### config.mk
export PLATFORM = sky130hd
export DESIGN_NAME = fir_band_sequencer
export DESIGN_NICKNAME = d
export VERILOG_FILES = /design/src/rtl/fir_band_sequencer.sv
export SDC_FILE = /design/constraint.sdc
export NUM_CORES = 2
export LEC_CHECK = 0
export ABC_AREA = 0
export BUFFER_PORTS_ARGS = -buffer_cell sky130_fd_sc_hd__buf_2
export CORE_MARGIN = 5
export CORE_UTILIZATION = 42
export CTS_CLUSTER_SIZE = 8
export DETAILED_ROUTE_END_ITERATION = 10
export PLACE_DENSITY = 0.61
export RECOVER_POWER = 100
export SLEW_MARGIN = 20
export SYNTH_ARGS = -nofsm -noshare
export SYNTH_HDL_FRONTEND = slang
export SYNTH_SLANG_ARGS = --single-unit
export TNS_END_PERCENT = 1
### constraint.sdc
create_clock -name clk_slow -period 32.3 [get_ports clk_slow]
set_input_delay 3.23 -clock clk_slow [delete_from_list [all_inputs] [get_ports clk_slow]]
set_output_delay 3.23 -clock clk_slow [all_outputs]
set_load 0.02 [all_outputs]
### src/rtl/fir_band_sequencer.sv
// Time-multiplexed multi-band FIR controller: one sign-magnitude MAC shared
// across NBANDS bands of ORDER taps, with an owned circular sample history.
module fir_band_sequencer #(
    parameter int ORDER  = 30,
    parameter int NBANDS = 4,
    parameter int ACC_W  = 24,
    localparam int BW = (NBANDS > 1) ? $clog2(NBANDS) : 1,
    localparam int TW = (ORDER > 1) ? $clog2(ORDER) : 1
) (
    input  logic          clk_slow,
    input  logic          rst,
    input  logic [15:0]   sample_in,
    input  logic          sample_valid,
    output logic          sample_ready,
    output logic [BW-1:0] coef_band,
    output logic [TW-1:0] coef_tap,
    input  logic [15:0]   coef_data,
    output logic [15:0]   fir_out,
    output logic          out_valid,
    output logic [BW-1:0] out_band,
    output logic          busy,
    output logic          overrun
);

    typedef enum logic [1:0] {IDLE, MAC, OUT} state_t;

    localparam logic [TW-1:0]    LAST_TAP  = TW'(ORDER - 1);
    localparam logic [BW-1:0]    LAST_BAND = BW'(NBANDS - 1);
    localparam logic [ACC_W-1:0] MAX_MAG   = ACC_W'(16'h7FFF);

    state_t            state, state_nxt;
    logic [15:0]       hist [ORDER];
    logic [TW-1:0]     wr_ptr, newest, tap, idx;
    logic [BW-1:0]     band, band_q;
    logic [ACC_W-1:0]  acc, acc_abs, pext, term;
    logic [15:0]       x, fir_q, fir_sat;
    logic [29:0]       prod;
    logic [14:0]       pmag;
    logic              acc_neg, ovr;

    // Tap 0 is the newest sample; older taps walk backwards and wrap.
    always_comb begin
        if (newest >= tap)
            idx = newest - tap;
        else
            idx = newest - tap + TW'(ORDER);
        x = hist[idx];
    end

    always_comb begin
        prod = {15'b0, x[14:0]} * {15'b0, coef_data[14:0]};
        pmag = 15'(prod >> 15);
        pext = {{(ACC_W-15){1'b0}}, pmag};
        if (x[15] ^ coef_data[15])
            term = {ACC_W{1'b0}} - pext;
        else
            term = pext;
    end

    // Saturating two's-complement to sign-magnitude; zero never gets a sign.
    always_comb begin
        acc_neg = acc[ACC_W-1];
        acc_abs = acc_neg ? ({ACC_W{1'b0}} - acc) : acc;
        if (acc_abs > MAX_MAG)
            fir_sat = {acc_neg, 15'h7FFF};
        else
            fir_sat = {acc_neg, acc_abs[14:0]};
    end

    always_comb begin
        state_nxt = state;
        unique case (state)
            IDLE: if (sample_valid) state_nxt = MAC;
            MAC:  if (tap == LAST_TAP) state_nxt = OUT;
            OUT:  state_nxt = (band == LAST_BAND) ? IDLE : MAC;
            default: state_nxt = IDLE;
        endcase
    end

    always_ff @(posedge clk_slow or negedge rst) begin
        if (!rst) begin
            state  <= IDLE;
            wr_ptr <= '0;
            newest <= '0;
            tap    <= '0;
            band   <= '0;
            band_q <= '0;
            acc    <= '0;
            fir_q  <= '0;
            ovr    <= 1'b0;
            for (int i = 0; i < ORDER; i++) hist[i] <= '0;
        end else begin
            state <= state_nxt;
            if (sample_valid && state != IDLE) ovr <= 1'b1;
            unique case (state)
                IDLE: if (sample_valid) begin
                    hist[wr_ptr] <= sample_in;
                    newest <= wr_ptr;
                    wr_ptr <= (wr_ptr == LAST_TAP) ? '0 : wr_ptr + 1'b1;
                    band   <= '0;
                    tap    <= '0;
                    acc    <= '0;
                end
                MAC: begin
                    acc <= acc + term;
                    if (tap != LAST_TAP) tap <= tap + 1'b1;
                end
                OUT: begin
                    fir_q  <= fir_sat;
                    band_q <= band;
                    acc    <= '0;
                    tap    <= '0;
                    if (band != LAST_BAND) band <= band + 1'b1;
                end
                default: ;
            endcase
        end
    end

    assign sample_ready = (state == IDLE);
    assign busy         = (state != IDLE);
    assign out_valid    = (state == OUT);
    assign fir_out      = out_valid ? fir_sat : fir_q;
    assign out_band     = out_valid ? band : band_q;
    assign coef_band    = band;
    assign coef_tap     = tap;
    assign overrun      = ovr;

endmodule

==> impl_metrics.yaml <==
setup_path:
  crit_slowest_cell: "clkbuf_1"
  critPathArrivalTime_ns: 20.21
  cp.required_ns: 32.84
  end_kind: "flip-flop"
  r2r_slack_ns: 12.63
  ff2ff_path_depth: 47
  worstSetupPathType: "flip-flop to flip-flop"
  worst_path_most_repeated_cell: "fa_1"
  r2r-end: "acc[23]"
  critPathMaxFanout: 43
  startpoint_type: "flip-flop"
  slowest_delay_ns: 2.23
  r2r_start: "coef_tap[0]"
cts:
  htree_num_levels: 3
  clock-sinks: 542
  post_cts_buffers: 0
  cts_tree: "built"
  root_buffer: "clkbuf_16"
  insertion_delay_ns: 0.63
  clock_path_buffers: 3
  cts_buffers: 78
  clk_pin_slew_worst_paths_ns: 0.06
  hold_buffers: 0
  cts_resized: 0
power:
  irDropWorstVdd_uv: 36.2
  comb_power_share_pct: 3.6
  powerDensity_nw_per_um2: 39.2
  intPower_uw: 1130
  p_seq_share_pct: 46.7
  power_switching_uw: 341
  p_sw_share_pct: 23.2
  power_uw: 1470
  power.clock.fraction_pct: 49.8
  leakage_uw: 0.0186
placed_design:
  port_buffers: 63
  place.gp.congestion: 0.867
  post-place-ws_ns: 17.36
  dp_hpwl_mm: 60.8
  dp_cells: 3942
floorplanning:
  start_util_pct: 42.5
  core_area_sq_um: 80800
  ios: 64
  die_area_sq_um: 87600
  die-width_microns: 296
  fp-row-count: 104
  die_h_microns: 296
synth:
  ys_types: 85
  netlist_area_sq_um: 34400
  synth-edff-count: 0
  syn_nets: 3300
  yosysWarningCount: 0
  synth_seq_area_share_pct: 39.5
  avgSynthCellArea_sq_um: 11.6
  netlist_instances: 2973
  synth_async_sr_flop_share_pct: 100
  ys_ff_latch: 542
  yosys_most_used_dff: "dfrtp_1"
  yosys-top-cells-area: "dfrtp_1 39%, mux2_2 16%, fa_1 9.8%"
  yosys.area.top_type: "dfrtp_1"
  synth_top_area_share_pct: 39.5
routing:
  drtIter0Drc: 1300
  finalWirelength_mm: 90.0
  avgViaCountPerCell: 5.78
  vias: 23300
  drc: 0
  firstDrtPassIters: 5
  ant_nets: 0
  wl_per_cell_microns: 22.3
cells_and_area:
  multi_input_area_sq_um: 19200
  insertedDiodeCount: 0
  area_delta_synth_final_pct: 9.44
  final_cells: 4031
  layout-drive-gt1-share_pct: 25.8
  post-route-util_pct: 46.5
  fin_nets: 3290
  fill_cells: 7239
  final-seq-area_sq_um: 13600
timing:
  finalSetupViolations: 0
  hold_viol_final: 0
  finalCriticalPeriod_ns: 19.67
  slew-limit-headroom_pct: -215
  worstMarginPinSlew_ns: 4.72
  fin_tns_setup_ns: 0
  clock_skew_ns: 0.0550
  finalCritPeriodShare_pct: 60.9
  layout_setup_ws_ns: 12.63
  slew_viol_final: 696
  max_freq_mhz: 50.8
  rsz0062_at_grt: "false"
global_route:
  grt_pass1_vias: 25300
  grt_max_degree: 91
  grt_first_pass_wirelength_mm: 145
  overflow: 0
  track_usage_pct: 20.9
  antenna_found_initial: 1
outcome:
  status: "finished with violations"
  violations: "capacitance limit, slew limit"
hold_path:
  min_path_cells: 1
  hold_path_class: "flip-flop to flip-flop"
  min_from: "overrun"
  min_to: "overrun"
flow_run:
  maxCapViolations: 13
==> cell usage after synthesis (24+ instances only) <==
| master | instances |
|---|---|
| dfrtp_1 | 542 |
| mux2_2 | 492 |
| nand2_1 | 300 |
| inv_1 | 222 |
| fa_1 | 168 |
| clkbuf_1 | 167 |
| ha_1 | 124 |
| and2_1 | 108 |
| mux4_2 | 105 |
| nor2_1 | 94 |
| a21oi_1 | 84 |
| nand3_1 | 77 |
| o21ai_0 | 76 |
| a21o_1 | 34 |
| mux2i_1 | 29 |
| xnor2_1 | 29 |
| xor2_1 | 26 |
| nor3_1 | 25 |
| buf_1 | 24 |
==> per-layer routing <==
layer	vias to the layer above	track usage [%]	routed length (microns)
li1	10300	-	-
met4	2	6.03	2410
met2	520	36.8	46200
met1	12400	27.0	37800
met3	150	2.97	3580
met5	-	0	13
==> state kept, by name, summed over array words and instances, names as in the netlist <==
register   flops
wr_ptr         5
band_q         2
fir_q         16
state          2
acc           24
coef_band      2
newest         5
coef_tap       5
overrun        1
hist         480
==> cells in the final DEF, fill, tap and decap left out, types with 34 or more instances in the layout <==
cell type and n:
clkbuf_16 78, a21o_1 34, nand3_1 77, nand2_1 299, and2_1 107, mux2_2 491, dfrtp_1 542, a21oi_1 84
fa_1 168, inv_1 222, mux4_2 105, nor2_1 91, ha_1 124, o21ai_0 64, clkbuf_1 61
==> through the flow <==
stage | hold WS (ns) | instance area [sq um]
floorplan | 0.470 | 34400
global placement | 0.435 | 35600
detailed placement | 0.439 | 35600
CTS | 0.451 | 37800
global route | 0.488 | 37600
finish | 0.452 | 37600
==> worst max-delay path by stage <==
stage,end,slack (ns),depth (start not counted),start
2_1_floorplan,acc[23],18.85,49,coef_tap[0]
3_5_place_dp,acc[23],17.36,46,coef_tap[0]
3_3_place_gp,acc[23],17.68,46,coef_tap[0]
4_1_cts,acc[23],17.32,46,coef_tap[0]
5_1_grt,acc[23],11.55,47,coef_tap[0]
6_report,acc[23],12.63,47,coef_tap[0]
==> final cells by class <==
| type | count | area share (%) |
|---|---|---|
| tap | 1060 | 3.53 |
| clock inverter | 9 | 0.453 |
| inverter | 222 | 2.22 |
| timing repair buffer | 113 | 1.44 |
| multi-input combinational | 2006 | 51.1 |
| sequential | 542 | 36.1 |
| clock buffer | 79 | 5.20 |
==> power groups by stage <==
stage	clock (uW)	combinational, uW	sequential, uW
after detailed placement	0	53.6	698
after floorplan	0	25.4	697
final	733	52.5	688
after global routing	777	59.5	687
after global placement	0	51.3	698
after CTS	749	53.8	687
==> cell families (layout without fill, tap and decap cells) <==
group | count (synthesis) | in the layout | share of synthesized area, %
AOI/OAI and AO/OA | 326 | 326 | 6.28
DFF | 542 | 542 | 39.5
xor gates and xnor gates | 55 | 55 | 1.40
muxes | 627 | 627 | 23.9
buffers and inverters | 425 | 423 | 4.72
and+or+nand+nor | 706 | 706 | 9.88
adders and majority gates | 292 | 292 | 14.3
==> worst max-delay path, delay by kind of cell (launching register included) <==
kind / cells / cell delay, ns
AO/OA/AOI/OAI: 20 / 5.93
multiplexers: 1 / 0.33
AND/OR/NAND/NOR: 10 / 3.15
flip-flops: 1 / 0.46
adder cells (fa/ha/maj): 9 / 4.83
XOR/XNOR: 1 / 0.13
buffers and inverters: 6 / 4.68
Note: power is estimated with default switching activity, not from simulation.
